--- src/rtl/tlink_acquire_arb.sv ---
// N-client TileLink Acquire arbiter (round-robin, multi-beat lock) with Grant demux by tagged xact id.
// Optional macro TLINK_ACQ_ARB_OUTREG_EN inserts a 2-entry skid buffer on the manager Acquire output.
module tlink_acquire_arb #(
  parameter int unsigned N_CLIENTS = 4,
  parameter int unsigned IDX_W     = $clog2(N_CLIENTS),
  parameter int unsigned XACT_W    = 5,
  parameter int unsigned PAY_W     = 180,
  parameter int unsigned GPAY_W    = 140,
  parameter int unsigned BEATS     = 4
) (
  input  logic                        clk,
  input  logic                        rstn,
  input  logic [N_CLIENTS-1:0]        c_acq_valid,
  output logic [N_CLIENTS-1:0]        c_acq_ready,
  input  logic [N_CLIENTS*XACT_W-1:0] c_acq_xact,
  input  logic [N_CLIENTS-1:0]        c_acq_hasdata,
  input  logic [N_CLIENTS*PAY_W-1:0]  c_acq_pay,
  output logic                        m_acq_valid,
  input  logic                        m_acq_ready,
  output logic [XACT_W+IDX_W-1:0]     m_acq_xact,
  output logic                        m_acq_hasdata,
  output logic [PAY_W-1:0]            m_acq_pay,
  input  logic                        m_gnt_valid,
  output logic                        m_gnt_ready,
  input  logic [XACT_W+IDX_W-1:0]     m_gnt_xact,
  input  logic [GPAY_W-1:0]           m_gnt_pay,
  output logic [N_CLIENTS-1:0]        c_gnt_valid,
  input  logic [N_CLIENTS-1:0]        c_gnt_ready,
  output logic [XACT_W-1:0]           c_gnt_xact,
  output logic [GPAY_W-1:0]           c_gnt_pay,
  output logic                        err_badidx
);

  localparam int unsigned CNT_W = $clog2(BEATS) + 1;
  localparam int unsigned MX_W  = XACT_W + IDX_W;

  logic [IDX_W-1:0]  rr_ptr, lock_idx, hold_idx, search, win, cand;
  logic              lock, hold, found;
  logic [CNT_W-1:0]  beat_cnt;
  logic              arb_valid, arb_ready, arb_fire, sel_hd;
  logic [XACT_W-1:0] sel_xact;
  logic [PAY_W-1:0]  sel_pay;
  logic [IDX_W-1:0]  gnt_idx;
  logic              gnt_bad;

  function automatic logic [IDX_W-1:0] next_idx(input logic [IDX_W-1:0] p);
    return (32'(p) == N_CLIENTS - 1) ? '0 : p + IDX_W'(1);
  endfunction

  // Round-robin search; a stalled offer or an open multi-beat lock pins the winner.
  always_comb begin
    found  = 1'b0;
    search = rr_ptr;
    cand   = rr_ptr;
    for (int k = 0; k < int'(N_CLIENTS); k++) begin
      cand = IDX_W'((int'(rr_ptr) + k) % int'(N_CLIENTS));
      if (!found && c_acq_valid[cand]) begin
        found  = 1'b1;
        search = cand;
      end
    end
    if (hold)      win = hold_idx;
    else if (lock) win = lock_idx;
    else           win = search;
  end

  always_comb begin
    arb_valid   = 1'b0;
    sel_hd      = 1'b0;
    sel_xact    = '0;
    sel_pay     = '0;
    c_acq_ready = '0;
    for (int i = 0; i < int'(N_CLIENTS); i++) begin
      if (win == IDX_W'(i)) begin
        arb_valid      = c_acq_valid[i];
        sel_hd         = c_acq_hasdata[i];
        sel_xact       = c_acq_xact[i*XACT_W +: XACT_W];
        sel_pay        = c_acq_pay[i*PAY_W +: PAY_W];
        c_acq_ready[i] = arb_ready;
      end
    end
  end

  assign arb_fire = arb_valid & arb_ready;

  // Arbitration state: pointer, multi-beat lock, stall hold, sticky bad-index flag.
  always_ff @(posedge clk or negedge rstn) begin
    if (!rstn) begin
      rr_ptr     <= '0;
      lock       <= 1'b0;
      lock_idx   <= '0;
      beat_cnt   <= '0;
      hold       <= 1'b0;
      hold_idx   <= '0;
      err_badidx <= 1'b0;
    end else begin
      if (arb_fire) begin
        if (lock) begin
          if (beat_cnt == CNT_W'(BEATS - 1)) begin
            lock     <= 1'b0;
            beat_cnt <= '0;
            rr_ptr   <= next_idx(lock_idx);
          end else begin
            beat_cnt <= beat_cnt + CNT_W'(1);
          end
        end else if (sel_hd && (BEATS > 1)) begin
          lock     <= 1'b1;
          lock_idx <= win;
          beat_cnt <= CNT_W'(1);
        end else begin
          rr_ptr <= next_idx(win);
        end
      end
      if (arb_valid && !arb_ready) begin
        hold     <= 1'b1;
        hold_idx <= win;
      end else if (arb_fire) begin
        hold <= 1'b0;
      end
      if (m_gnt_valid && gnt_bad) err_badidx <= 1'b1;
    end
  end

`ifdef TLINK_ACQ_ARB_OUTREG_EN
  logic [MX_W-1:0]  q_xact [2];
  logic [PAY_W-1:0] q_pay  [2];
  logic [1:0]       q_hd;
  logic [1:0]       q_cnt;
  logic             q_wr, q_rd, q_pop;

  assign arb_ready     = (q_cnt != 2'd2);
  assign m_acq_valid   = (q_cnt != 2'd0);
  assign m_acq_xact    = q_xact[q_rd];
  assign m_acq_hasdata = q_hd[q_rd];
  assign m_acq_pay     = q_pay[q_rd];
  assign q_pop         = m_acq_valid & m_acq_ready;

  // Two-entry skid buffer: client ready depends only on occupancy.
  always_ff @(posedge clk or negedge rstn) begin
    if (!rstn) begin
      q_cnt <= '0;
      q_wr  <= 1'b0;
      q_rd  <= 1'b0;
      q_hd  <= '0;
      for (int e = 0; e < 2; e++) begin
        q_xact[e] <= '0;
        q_pay[e]  <= '0;
      end
    end else begin
      if (arb_fire) begin
        q_xact[q_wr] <= {win, sel_xact};
        q_pay[q_wr]  <= sel_pay;
        q_hd[q_wr]   <= sel_hd;
        q_wr         <= ~q_wr;
      end
      if (q_pop) q_rd <= ~q_rd;
      case ({arb_fire, q_pop})
        2'b10:   q_cnt <= q_cnt + 2'd1;
        2'b01:   q_cnt <= q_cnt - 2'd1;
        default: q_cnt <= q_cnt;
      endcase
    end
  end
`else
  assign arb_ready     = m_acq_ready;
  assign m_acq_valid   = arb_valid;
  assign m_acq_xact    = {win, sel_xact};
  assign m_acq_hasdata = sel_hd;
  assign m_acq_pay     = sel_pay;
`endif

  // Grant demux on the tag bits; an out-of-range tag is drained and flagged.
  assign gnt_idx    = m_gnt_xact[MX_W-1:XACT_W];
  assign c_gnt_xact = m_gnt_xact[XACT_W-1:0];
  assign c_gnt_pay  = m_gnt_pay;

  always_comb begin
    gnt_bad     = 1'b1;
    c_gnt_valid = '0;
    m_gnt_ready = 1'b1;
    for (int i = 0; i < int'(N_CLIENTS); i++) begin
      if (gnt_idx == IDX_W'(i)) begin
        gnt_bad        = 1'b0;
        c_gnt_valid[i] = m_gnt_valid;
        m_gnt_ready    = c_gnt_ready[i];
      end
    end
  end

endmodule
--- config.mk ---
export PLATFORM = sky130hd
export DESIGN_NAME = tlink_acquire_arb
export DESIGN_NICKNAME = d
export VERILOG_FILES = /design/src/rtl/tlink_acquire_arb.sv
export SDC_FILE = /design/constraint.sdc
export NUM_CORES = 1
export LEC_CHECK = 0
export ABC_AREA = 0
export CORE_AREA = 2 2 479 481
export DETAILED_ROUTE_END_ITERATION = 6
export DIE_AREA = 0 0 481 483
export HOLD_SLACK_MARGIN = 0.08
export PLACE_DENSITY = 0.3
export SLEW_MARGIN = 20
export SYNTH_ARGS = -nofsm -noshare
export SYNTH_HDL_FRONTEND = slang
export SYNTH_SLANG_ARGS = --single-unit
export TNS_END_PERCENT = 10
--- constraint.sdc ---
create_clock -name clk -period 4.66 [get_ports clk]
set_input_delay 1.165 -clock clk [delete_from_list [all_inputs] [get_ports clk]]
set_output_delay 1.165 -clock clk [all_outputs]
set_load 0.02 [all_outputs]
## Yosys cells after proc, flatten, opt, wreduce, memory -nomap -nowiden

Cells that the tools add are included.

- Add/subtract/negate cells: 6
- Order comparisons: 4
- Equality and inequality tests: 10
- Multiplexer cells: 61
- Bitwise gates (word level): 2
- Reductions and logical operators: 16

Operators with widths:

| cell | count |
|---|---|
| $mux 180 | 4 |
| $mux 1 | 36 |
| $mux 2 | 10 |
| $mux 5 | 4 |
| $lt 2x3->1 const B | 4 |
| $eq 2x2->1 const B | 5 |
| $mux 3 | 3 |
| $bmux 1 s2 | 4 |
| $add 2x1->2 const B | 3 |
| $reduce_and 3->1 | 2 |
| $logic_and 1x1->1 | 5 |
| $add 2x2->2 const B | 2 |
| $eq 2x1->1 const B | 2 |
| $logic_not 1->1 | 4 |
| $logic_not 2->1 | 2 |
| $ne 2x1->1 const B | 2 |
| $reduce_bool 2->1 | 2 |
| $add 3x1->3 const B | 1 |
| $eq 3x2->1 const B | 1 |
| $reduce_and 2->1 | 1 |
| $and 1x1->1 | 1 |
| $not 1->1 | 1 |

- Register bits after elaboration: 12
- Bits of input ports: 903
- Output and inout port bits: 344
- Logic and storage cells: 106

## Depth between registers and ports, before layout

- Depth in word-level cells: 22
- Depth in mapped cells: 13
- Mapped depth without buffers: 11

## Worst setup path after synthesis

Ideal clock, no wire load.

- Kind: input to output
- Start: in c_acq_valid[2]
- End: out m_acq_pay[54]
- Arrival time: 3688 ps
- Data required time: 3495 ps
- Setup slack: -193 ps
- Cell stages on the path: 13
- Buffers on the path: 3
- Cells stage by stage: nor2b_1 > o22ai_1 > a2111oi_0 > a221o_1 > inv_1 > ha_1 > buf_2 > clkbuf_1 > clkbuf_1 > nand3b_1 > a21oi_1 > a21oi_1 > o21ai_1

- Word-level cells in the longest chain between the ends: 19
- Elaborated cells on any way between the ends: 30
- Those cells by class: 3 x eq/ne; 20 x mux; 7 x reduce/logical

RTL lines:

| what | line | source |
|---|---|---|
| start, declared | 13 | `input logic [N_CLIENTS-1:0] c_acq_valid,` |
| $bmux 1 s2 | 57 | `if (!found && c_acq_valid[cand]) begin` |
| $mux 1 (implied by the code) | 57 |  |
| $mux 1 | 57 |  |
| $logic_not 1->1 | 57 |  |
| $logic_and 1x1->1 | 57 |  |
| $mux 1 | 57 |  |
| $logic_not 1->1 | 57 |  |
| $logic_and 1x1->1 | 57 |  |
| [2 not listed] | -- |  |
| $logic_and 1x1->1 | 57 |  |
| $mux 2 * | 57 |  |
| $mux 2 * | 63 | `else if (lock) win = lock_idx;` |
| $mux 2 * | 62 | `if (hold) win = hold_idx;` |
| via m_acq_xact[6] | 20 | `output logic [XACT_W+IDX_W-1:0] m_acq_xact,` |
| $logic_not 2->1 | 74 | `if (win == IDX_W'(i)) begin` |
| $mux 180 (3 in series) | 74 |  |
| $mux 180 * | 74 |  |
| end, declared | 22 | `output logic [PAY_W-1:0] m_acq_pay,` |

Mark *: on every way through the listed nets, which the timed path passes. The rest lies on a longest branch. The select of a mux whose other input is x is not followed.

## Worst setup path after layout

- Start: in c_acq_valid[2]
- End: out m_acq_xact[3]

- Word-level cells in the longest chain between the ends: 19
- Elaborated cells on any way between the ends: 30
- Those cells by class: 3 x eq/ne; 20 x mux; 7 x reduce/logical

RTL lines:

| what | line |
|---|---|
| $bmux 1 s2 | 57 |
| $mux 1 (implied by the code) | 57 |
| $mux 1 | 57 |
| $logic_not 1->1 | 57 |
| $logic_and 1x1->1 | 57 |
| $mux 1 | 57 |
| $logic_not 1->1 | 57 |
| $logic_and 1x1->1 | 57 |
| $mux 1 | 57 |
| $logic_not 1->1 | 57 |
| $logic_and 1x1->1 | 57 |
| $mux 2 * | 57 |
| $mux 2 * | 63 |
| $mux 2 * | 62 |
| $logic_not 2->1 | 74 |
| $mux 5 (3 in series) | 74 |
| $mux 5 * | 74 |
| end, declared | 20 |

Mark *: on every way between the ends. The rest lies on a longest branch, timed or not. The select of a mux whose other input is x is not followed.

==> summary.md <==
| Metric | Value |
|---|---|
| Ys async rst share | `1.000` |
| Layout Nets | `3382` |
| Register area share after synthesis | `0.03674` |
| Final setup viols | `186` |
| Most frequent cells after synthesis | `nand2_1, a21oi_1, o21ai_1` |
| TritonRoute pass-1 iters | `5` |
| Final Hold Vio Count | `0` |
| Final ANT Viol Nets | `0` |
| Tot Pwr | `27600 uW` |
| Most common cell in the netlist | `nand2_1` |
| DRT Wirelength | `166.5 mm` |
| Number of vias per cell | `2.821` |
| Outcome | `finished, violations left` |
| Max H-tree Level | `1` |
| Number of hold buffers added after cts | `0` |
| Achievable Freq | `196.5 MHz` |
| Inst Count DP | `5424` |
| Failing checks | `negative setup slack` |
| Largest cells by area after synthesis | `a21oi_1, nand2_1, nand3b_1` |
| Internal power | `12170 uW` |
| Clock share of power | `0.006` |
| Comb power frac | `0.986` |
| Post-DR wirelength/cell | `30.28 um` |
| First-pass GRT wire length | `198.3 mm` |
| Root buffer cell | `clkbuf_16` |
| Row count | `175` |
| Max-cap violations | `0` |
| Clock Tree Buf Depth | `2` |
| Slew Limit Fails | `0` |
| Clock slew at reported path FFs | `0.06 ns` |
| R2R setup slack | `0.82 ns` |
| VDD IR-drop max | `605.4 uV` |
| Leak | `0.008720 uW` |
| # fillers | `26530` |
| Post-synth top area cell | `a21oi_1` |
| Post-synth EDFFs | `0` |
| Sequential cell area | `300.3 um2` |
| Layout cells sized above 1 | `0.3602` |
| GRT Total Usage | `0.1349` |
| CP Capture Type | `output port` |
| Kind of critical path | `input pin to output port` |
| Switching power | `15430 uW` |
| Vias post-DR | `15510` |
| RSZ-0062 raised after global routing | `true` |
| Area taken by multi-input logic gates | `0.008397 mm2` |
| Initial antenna violation count | `109` |
| Fin crit share | `1.092` |
| Syn Nets | `2415` |
| WP data required | `3.49 ns` |
| Total grt overflow | `0` |
| Mapped Area | `0.008174 mm2` |
| Largest net degree at the start of global routing | `46` |
| CORE AREA | `0.2268 mm2` |
| Distinct cell type count after synthesis | `41` |
| DRC | `0` |
| Setup WS post-layout | `-0.4289 ns` |
| Cell Pwr Density | `1065 mW/mm2` |
| Port buffer count | `956` |
| Min Tclk post-route | `5.089 ns` |
| Chip width | `481 um` |
| Initial Util | `0.03603` |
| Reg power frac | `0.007` |
| Worst-margin pin slew | `0.8413 ns` |
| Sw frac | `0.5591` |
| Final Non-Filler Cells | `5497` |
| Number of global-route vias before repair | `15710` |
| Busiest grt layer | `met2` |
| Top cell type's share of synthesized area | `0.2284` |
| GPL Wtd Cong | `0.8696` |
| Die Y | `483 um` |
| Synth Flop Type | `dfrtp_1` |
| Die area | `0.2323 mm2` |
| Hpwl dp | `152.6 mm` |
| Worst hold path type | `flop to flop` |
| Synthesized flop and latch total | `12` |
| Clock Skew | `0.01589 ns` |
| GR Layer Usage met2 | `0.2409` |
| Crit-path max FO | `8` |
| I/O pin cnt | `1247` |
| Drt initial violations | `694` |
| Final core utilization | `0.1143` |
| Grt met3 use | `0.08696` |
| Critical Path AT | `3.92 ns` |
| Area grow syn2layout | `217.2%` |
| Yosys warning count | `0` |
| Mean Syn Cell Area | `5.428 um2` |
| Startpoint Class | `input pin` |
| Met1 usage | `0.1363` |
| Clock Latency Late Sink | `0.26 ns` |
| CTS sink cnt | `12` |
| CTS tree | `done` |
| TritonCTS Buffers | `3` |
| Cells after Synth | `1506` |
| Slew headroom | `0.4374` |
==> worst max-delay path, stage by stage <==
cell and delay, ns:
buf_12 0.12, buf_4 0.15, nand2b_4 0.06, a21oi_2 0.06
o41ai_2 0.35, mux2i_1 0.16, buf_4 0.19, ha_4 0.19
buf_12 0.15, buf_8 0.13, buf_6 0.12, buf_12 0.12
buf_8 0.13, nand3b_1 0.10, a21oi_2 0.07, a21oi_4 0.24
buf_12 0.18, o21ai_2 0.06, buf_6 0.12
==> per-layer routing <==
layer | vias up | share of wire
li1 | 7053 | -
met1 | 7092 | 0.34
met2 | 1138 | 0.49
met3 | 195 | 0.15
met4 | 28 | 0.012
met5 | - | 0.0011
==> cells in the final DEF, fill, tap and decap left out, drive strengths merged <==
| cell type | count |
|---|---|
| mux4 | 1 |
| clkdlybuf4s15 | 3 |
| nor2b | 6 |
| dfrtp | 12 |
| a211oi | 4 |
| a2111oi | 1 |
| a21oi | 373 |
| mux2 | 4 |
| o21a | 3 |
| dlygate4sd2 | 3 |
| and2b | 1 |
| a21boi | 1 |
| nor3b | 5 |
| a221o | 1 |
| diode | 17 |
| ha | 6 |
| o22ai | 1 |
| bufbuf | 3 |
| and3 | 1 |
| and2 | 5 |
| o41ai | 2 |
| a32oi | 1 |
| inv | 5 |
| nand2 | 377 |
| clkdlybuf4s50 | 760 |
| clkbuf | 18 |
| nand2b | 7 |
| a22oi | 2 |
| mux2i | 3 |
| o21ai | 189 |
| nor3 | 1 |
| buf | 471 |
| o31ai | 1 |
| o2111ai | 1 |
| nor2 | 11 |
| dlymetal6s2s | 2 |
| nand3b | 186 |
==> stage by stage <==
stage / setup TNS, ns / hold WS (ns) / area [um2] / setup WS, ns
CTS: -76.74 / 0.3971 / 24650 / -0.5640
floorplan: -13.26 / 0.4672 / 8561 / -0.1261
detailed placement: -317.33 / 0.3771 / 23060 / -2.017
finish: -35.11 / 0.3932 / 25930 / -0.4289
global placement: -342.10 / 0.3716 / 23060 / -2.150
global route: -55.57 / 0.4012 / 25890 / -0.5240
==> power by group through the flow <==
| stage | Combinational (uW) | Clock, uW | Sequential, uW |
|---|---|---|---|
| after floorplan | 9180 | 0 | 172 |
| after global placement | 24300 | 0 | 189 |
| after detailed placement | 24300 | 0 | 188 |
| after CTS | 26100 | 183 | 191 |
| after global routing | 29100 | 190 | 211 |
| final | 27200 | 174 | 201 |
==> area by class of cell <==
| cell class | instances | area share |
|---|---|---|
| Multi-Input combinational cell | 1194 | 0.3238 |
| Clock buffer | 3 | 0.002895 |
| Antenna cell | 17 | 0.001641 |
| Tap cell | 3009 | 0.1452 |
| Sequential cell | 12 | 0.01158 |
| Inverter | 5 | 0.0008203 |
| Timing Repair Buffer | 1257 | 0.5141 |
==> cell families after synthesis <==
family | after synthesis | synth area share
flops | 12 | 0.03674
simple gates | 600 | 0.3715
mux | 8 | 0.01240
fa+ha+maj | 6 | 0.009184
compound gates | 580 | 0.3637
buf+inv | 300 | 0.2065
==> final timing paths <==
kind	from	to	depth (start not counted)
setup / recovery	c_acq_valid[2]	m_acq_xact[3]	19
hold / removal	err_badidx$_DFFE_PN0P_	err_badidx$_DFFE_PN0P_	0
setup reg to reg	rr_ptr[0]$_DFFE_PN0P_	rr_ptr[0]$_DFFE_PN0P_	16
hold reg to reg	err_badidx$_DFFE_PN0P_	err_badidx$_DFFE_PN0P_	0
max in group asynchronous	rstn	rr_ptr[0]$_DFFE_PN0P_	1
min in group asynchronous	rstn	err_badidx$_DFFE_PN0P_	1
==> registers in the layout, indices dropped and copies added (netlist names) <==
| signal | flops |
|---|---|
| rr_ptr | 2 |
| err_badidx | 1 |
| hold | 1 |
| hold_idx | 2 |
| lock | 1 |
| beat_cnt | 3 |
| lock_idx | 2 |
==> what timing repair did <==
item | CTS | global route
pin swaps | 22 | 56
hold endpoints to repair | 0 | 0
setup buffers | 18 | 25
resized for setup | 595 | 529
gates cloned | 7 | 5
setup endpoints to repair | 203 | 191
Note: power is estimated with default switching activity, not from simulation.
